$ cat src/rtl/order_book_cmd_issuer.sv
// Front-end sequencer for the tree-based order book. Buffers decoded feed
// messages in a small FIFO, issues them one at a time as single-cycle
// commands, waits for the book to settle, then reports top-of-book changes.
module order_book_cmd_issuer #(
    parameter int         PRICE_W       = 7,
    parameter int         QTY_W         = 16,
    parameter int         ORDER_W       = 10,
    parameter int         FIFO_DEPTH    = 4,
    parameter logic [2:0] ADD_ORDER     = 3'd1,
    parameter logic [2:0] CANCEL_ORDER  = 3'd2,
    parameter logic [2:0] EXECUTE_ORDER = 3'd3
) (
    input  logic               clk_in,
    input  logic               rst_in,
    input  logic               msg_valid,
    output logic               msg_ready,
    input  logic [2:0]         msg_type,
    input  logic [ORDER_W-1:0] msg_order_id,
    input  logic [PRICE_W-1:0] msg_price,
    input  logic [QTY_W-1:0]   msg_qty,
    output logic               start_book,
    output logic [2:0]         request,
    output logic [ORDER_W-1:0] add_order_id,
    output logic [PRICE_W-1:0] add_price,
    output logic [QTY_W-1:0]   add_qty,
    output logic [ORDER_W-1:0] order_id,
    output logic [QTY_W-1:0]   quantity,
    input  logic               is_busy_i,
    input  logic               price_valid_i,
    input  logic [PRICE_W-1:0] best_price_i,
    input  logic               best_price_valid_i,
    output logic               bbo_valid,
    output logic [PRICE_W-1:0] bbo_price,
    output logic               bbo_present,
    output logic [15:0]        drop_cnt,
    output logic [15:0]        issued_cnt
);

    localparam int PTR_W = $clog2(FIFO_DEPTH);
    localparam logic [PTR_W:0] FULL = (PTR_W+1)'(FIFO_DEPTH);

    localparam logic [2:0] IDLE   = 3'd0;
    localparam logic [2:0] ISSUE  = 3'd1;
    localparam logic [2:0] GUARD  = 3'd2;
    localparam logic [2:0] WAIT   = 3'd3;
    localparam logic [2:0] REPORT = 3'd4;

    logic [2:0]         f_type  [FIFO_DEPTH];
    logic [ORDER_W-1:0] f_id    [FIFO_DEPTH];
    logic [PRICE_W-1:0] f_price [FIFO_DEPTH];
    logic [QTY_W-1:0]   f_qty   [FIFO_DEPTH];
    logic [PTR_W-1:0]   wr_ptr, rd_ptr;
    logic [PTR_W:0]     count;

    logic [2:0]         state, next_state;
    logic [2:0]         cmd_type;
    logic [ORDER_W-1:0] cmd_id;
    logic [PRICE_W-1:0] cmd_price;
    logic [QTY_W-1:0]   cmd_qty;

    logic [PRICE_W-1:0] bbo_price_q;
    logic               bbo_present_q;

    logic msg_ok, accept, push, drop, pop, is_add, changed;
    logic [PRICE_W-1:0] new_price;

    // Malformed messages complete the handshake but never take a slot.
    assign msg_ready = (count != FULL);
    assign msg_ok    = (msg_type == ADD_ORDER && msg_qty != '0) ||
                       msg_type == CANCEL_ORDER || msg_type == EXECUTE_ORDER;
    assign accept    = msg_valid && msg_ready;
    assign push      = accept && msg_ok;
    assign drop      = accept && !msg_ok;
    assign pop       = (state == IDLE) && (count != '0) && !is_busy_i;

    // FIFO storage: data only, no reset needed.
    always_ff @(posedge clk_in) begin
        if (push) begin
            f_type[wr_ptr]  <= msg_type;
            f_id[wr_ptr]    <= msg_order_id;
            f_price[wr_ptr] <= msg_price;
            f_qty[wr_ptr]   <= msg_qty;
        end
    end

    // FIFO pointers and occupancy; simultaneous push/pop leaves count alone.
    always_ff @(posedge clk_in or posedge rst_in) begin
        if (rst_in) begin
            wr_ptr <= '0;
            rd_ptr <= '0;
            count  <= '0;
        end else begin
            if (push) wr_ptr <= wr_ptr + 1'b1;
            if (pop)  rd_ptr <= rd_ptr + 1'b1;
            if (push && !pop)      count <= count + 1'b1;
            else if (!push && pop) count <= count - 1'b1;
        end
    end

    // Next-state logic for the one-outstanding-command sequencer.
    always_comb begin
        next_state = state;
        case (state)
            IDLE:    if (pop) next_state = ISSUE;
            ISSUE:   next_state = GUARD;
            GUARD:   next_state = WAIT;   // book's price_valid is stale here
            WAIT:    if (price_valid_i && !is_busy_i) next_state = REPORT;
            REPORT:  next_state = IDLE;
            default: next_state = IDLE;
        endcase
    end

    // State, command register, counters and last-reported top of book.
    always_ff @(posedge clk_in or posedge rst_in) begin
        if (rst_in) begin
            state         <= IDLE;
            cmd_type      <= '0;
            cmd_id        <= '0;
            cmd_price     <= '0;
            cmd_qty       <= '0;
            drop_cnt      <= '0;
            issued_cnt    <= '0;
            bbo_price_q   <= '0;
            bbo_present_q <= 1'b0;
        end else begin
            state <= next_state;
            if (pop) begin
                cmd_type  <= f_type[rd_ptr];
                cmd_id    <= f_id[rd_ptr];
                cmd_price <= f_price[rd_ptr];
                cmd_qty   <= f_qty[rd_ptr];
            end
            if (drop && drop_cnt != 16'hFFFF) drop_cnt <= drop_cnt + 16'd1;
            if (state == ISSUE) issued_cnt <= issued_cnt + 16'd1;
            if (bbo_valid) begin
                bbo_price_q   <= new_price;
                bbo_present_q <= best_price_valid_i;
            end
        end
    end

    // Command outputs are zero except in the single ISSUE cycle; since the
    // state register resets asynchronously, start_book drops with rst_in.
    assign start_book   = (state == ISSUE);
    assign is_add       = (cmd_type == ADD_ORDER);
    assign request      = start_book ? cmd_type : 3'd0;
    assign add_order_id = (start_book && is_add)  ? cmd_id    : '0;
    assign add_price    = (start_book && is_add)  ? cmd_price : '0;
    assign add_qty      = (start_book && is_add)  ? cmd_qty   : '0;
    assign order_id     = (start_book && !is_add) ? cmd_id    : '0;
    assign quantity     = (start_book && !is_add) ? cmd_qty   : '0;

    // An empty book reports price 0 so stale prices never cause an event.
    // During the event cycle the outputs already show the new top of book.
    assign new_price   = best_price_valid_i ? best_price_i : '0;
    assign changed     = {best_price_valid_i, new_price} != {bbo_present_q, bbo_price_q};
    assign bbo_valid   = (state == REPORT) && changed;
    assign bbo_price   = bbo_valid ? new_price : bbo_price_q;
    assign bbo_present = bbo_valid ? best_price_valid_i : bbo_present_q;

endmodule

$ cat config.mk
export PLATFORM = sky130hd
export DESIGN_NAME = order_book_cmd_issuer
export DESIGN_NICKNAME = d
export VERILOG_FILES = /design/src/rtl/order_book_cmd_issuer.sv
export SDC_FILE = /design/constraint.sdc
export NUM_CORES = 1
export LEC_CHECK = 0
export ABC_AREA = 1
export ABC_CLOCK_PERIOD_IN_PS = 3250
export CAP_MARGIN = 40
export CORE_UTILIZATION = 47
export CTS_BUF_LIST = sky130_fd_sc_hd__clkbuf_8
export CTS_CLUSTER_DIAMETER = 50
export DETAILED_ROUTE_END_ITERATION = 8
export GPL_ROUTABILITY_DRIVEN = 0
export PLACE_DENSITY_LB_ADDON = 0.3
export SLEW_MARGIN = 10
export SYNTH_ARGS = -nofsm -noshare
export SYNTH_HDL_FRONTEND = slang
export SYNTH_SLANG_ARGS = --single-unit
$ cat constraint.sdc
create_clock -name clk_in -period 3.25 [get_ports clk_in]
set_clock_uncertainty 0.1 [all_clocks]
set_input_delay 0.325 -clock clk_in [delete_from_list [all_inputs] [get_ports clk_in]]
set_output_delay 0.325 -clock clk_in [all_outputs]
set_load 0.005 [all_outputs]
==> results of run 1 <==
cell usage after synthesis, drive strengths merged (6+ instances only):
cell type and number:
edfxtp 144, nor2 215, clkbuf 14, nor3 8, nand3 41, buf 25
o32ai 36, dfrtp 86, ha 7, xor2 15, xnor2 13, nand4 8
nand3b 6, o21ai 80, nand2 161, inv 87
worst reg2reg max path: cells and delay by family (launching register included):
| kind | cells | cell delay (ps) |
|---|---|---|
| adders and majority gates | 2 | 510 |
| xor gates and xnor gates | 1 | 130 |
| DFF | 1 | 420 |
| and+or+nand+nor | 6 | 480 |
| buffers and inverters | 4 | 330 |
final cells by class:
cell class,count,area (um2)
multi-input combinational,598,2978
tap,270,337.8
clock buffer,46,633.1
sequential,230,6479
inverter,88,337.8
clock inverter,27,197.7
fill,1653,7815
timing repair buffer,166,1717
cell usage in the layout (no fill, tap or decap), types with 12 or more instances in the layout:
cell type | Yosys | routed
nor2_1 | 211 | 207
edfxtp_1 | 144 | 144
clkbuf_8 | 0 | 46
o32ai_1 | 36 | 36
nand3_1 | 40 | 40
o21ai_1 | 12 | 12
dfrtp_1 | 86 | 84
o21ai_0 | 68 | 68
inv_1 | 84 | 93
xnor2_1 | 13 | 13
clkdlybuf4s50_1 | 0 | 153
nand2_1 | 157 | 157
xor2_1 | 15 | 15
registers in the layout (all words and copies together), names as in the netlist, 10 cells and up:
name,count
issued_cnt,16
cmd_id,10
f_type,12
f_price,28
drop_cnt,16
cmd_qty,16
f_qty,64
f_id,40
cells by family after synthesis:
| logic type | Yosys count |
|---|---|
| xor gates and xnor gates | 28 |
| AOI/OAI and AO/OA | 120 |
| and+or+nand+nor | 442 |
| buffers and inverters | 127 |
| adders and majority gates | 8 |
| DFF | 230 |
routing by layer:
metal	GRT usage, %	vias to the layer above
met3	4.198	34
met1	26.17	3303
met2	32.90	179
met4	5.773	0
li1	-	3542
met5	0	-
worst max-delay path by stage:
stage,start,end,cells after the start
after global placement,best_price_valid_i,bbo_present,10
final,best_price_valid_i,bbo_price[0],10
after global routing,best_price_valid_i,bbo_price[3],10
after detailed placement,best_price_valid_i,bbo_price[0],10
after floorplan,count[0]$_DFFE_PP0P_,f_id[0][0]$_DFFE_PP_,6
after CTS,state[1]$_DFFE_PP0P_,bbo_price[0],5
through the flow:
stage / instance area, um2 / cells / hold WS [ps] / setup WS [ps]
3_3_place_gp: 11850 / 1352 / 347.1 / 409.9
3_5_place_dp: 11850 / 1352 / 356.7 / 335.5
4_1_cts: 12680 / 1425 / 218.7 / 320.8
6_report: 12680 / 1425 / 203.1 / 337.7
2_1_floorplan: 9950 / 955 / 323.9 / 357.5
5_1_grt: 12680 / 1425 / 253.3 / 143.0
where the power goes:
group	switching, uW	internal [uW]
Sequential	256	3640
Combinational	1830	1280
Clock	1140	1540
==> impl_results.md, run 1 <==
- Post-synthesis compound-gate area fraction: 7.520%
- Hold Crit Class: primary input to asynchronous set/reset pin
- Row cnt: 52
- Share of cells above drive strength 1: just over 8%
- Final core occ: 61.87%
- RSZ-0062 raised after global routing: no
- FFs w/ async S/R, synth: roughly 37%
- Core outline area: 20490 um2
- Prevailing post-synth register cell: edfxtp_1
- Final #Nets: 1181
- Vias/cell: 4.953
- Met3 routed WL: ~1200 um
- Worst slew margin: between 50 and 60%
- Register bit total from synthesis: 230
- Metal-1 WL: 9278 um
- Final Max Slew Viols: 0
- Leakage Power: approximately 0.0051 uW
- Initial DRC count: 360
- TritonRoute pass-1 iters: 4
- PwrDens: 763.2 nW/um2
- Crit path required time: 2820 ps
- CTS root buf: clkbuf_8
- CP most frequent cell: nand2_1
- Final count of hold timing violations: 0
- Detail Route met2 WL: 10330 um
- WP data arrival: 2490 ps
- Largest net degree at the start of global routing: 74
- CP top delay family: buffers and inverters
- GR Util All Layers: 19.77%
- H-Tree Depth: 2
- Crit path kind: primary input to output pin
- GRT Residual Overflow: 0
- Overall power: 9677 uW
- Top Ports: about 150
- Critical path's slowest cell: clkdlybuf4s50_1
- Yosys warning total: 0
- Highest routed metal layer: met4
- Yosys cell types: 37
- Minimum clock period: 2912 ps
- Global-route wire length before repair: about 34000 um
- Chip height: 147.5 um
- Syn nets: 1012
- Setup_tns: 0 ps
- CTS buffer count: 40
- FF-to-FF setup slack: about 1200 ps
- Vias post-DR: between 7000 and 8000
- Crit Path Max Fanout: 9
- Share of the synthesized area in the top cell type: 43.46%
- Final wirelength: 21180 um
- Multiplexer share of the synthesized area: 0%
- CTS tree: built
- Initial antenna violation count: 0
- Clock latency on the worst-skew pair: 520 ps
- Die area: about 22000 um2
- R2r worst-path depth: 13
- ANT cells: 0
- Post-Synth Simple-Gate Area: a little under a fifth
- Post-synth EDFFs: 144
- Routed WL per cell: 14.86 um
- Post-CTS Setup Bufs: 0
- Xor and xnor area share after synthesis: under 10%
- HPWL Detailed: 12860 um
- Final setup violation count: 0
- Top post-synthesis cells by area: edfxtp_1 (43%), dfrtp_1 (22%), nor2_1 (8.0%)
- Post-cts sizing count: 0
- Vias in the first global route: between 6000 and 7000
- Die W: 147.5 um
- Worst reg2reg path startpoint: count[0]$_DFFE_PP0P_
- Mapped Area: 9950 um2
- Area delta synth->final: 27.44%
- Starting Density: 48.55%
- Avg Cell Area, Syn: 10.42 um2
- CTS Sinks: 230
- Reg2reg end: count[2]$_DFFE_PP0P_
- Post-CTS Hold Buffers: 0
- CP bufs+invs: 2
- Sequential share of the synthesized area: 65.09%
- Max-Cap Viols: 0
- Antenna-violating nets left: 0
- Clock transition at path regs: 50 ps
- CP endpoint kind: output pin
- Final period utilization: roughly nine tenths
- Adder-Cell Fraction of Synth Area: 1.081%
- Highest clock rate: 343.4 MHz
- CP max stage delay: 660 ps
- Port Buf Inserts: 153
- Synth Instances: 955
- Slew @ Worst Pin: 746.6 ps
- VDD IR max: 458.5 uV
- Leading area contributor after synthesis: edfxtp_1
- Status: finished clean
- Residual DRC: 0
- Max Buffers Root-to-Sink: 3
- Startpoint Class: primary input
- Largest family of logic cells by synthesized area: simple AND/OR/NAND/NOR gates
- Cell Chain, Critical Path: clkdlybuf4s50_1, nand2_1, xor2_1, nand2_1, nor2_1, nand2_2, nand2_2, nand2_1, nand2_1, clkdlybuf4s50_1
No activity file was read; power rests on OpenSTA's default activity.
==> inputs of run 2 (changes only) <==
- SLEW_MARGIN: 10 -> 5
==> results of run 2 <==
The final DEF is identical to that of run 1; final timing and power are the same.
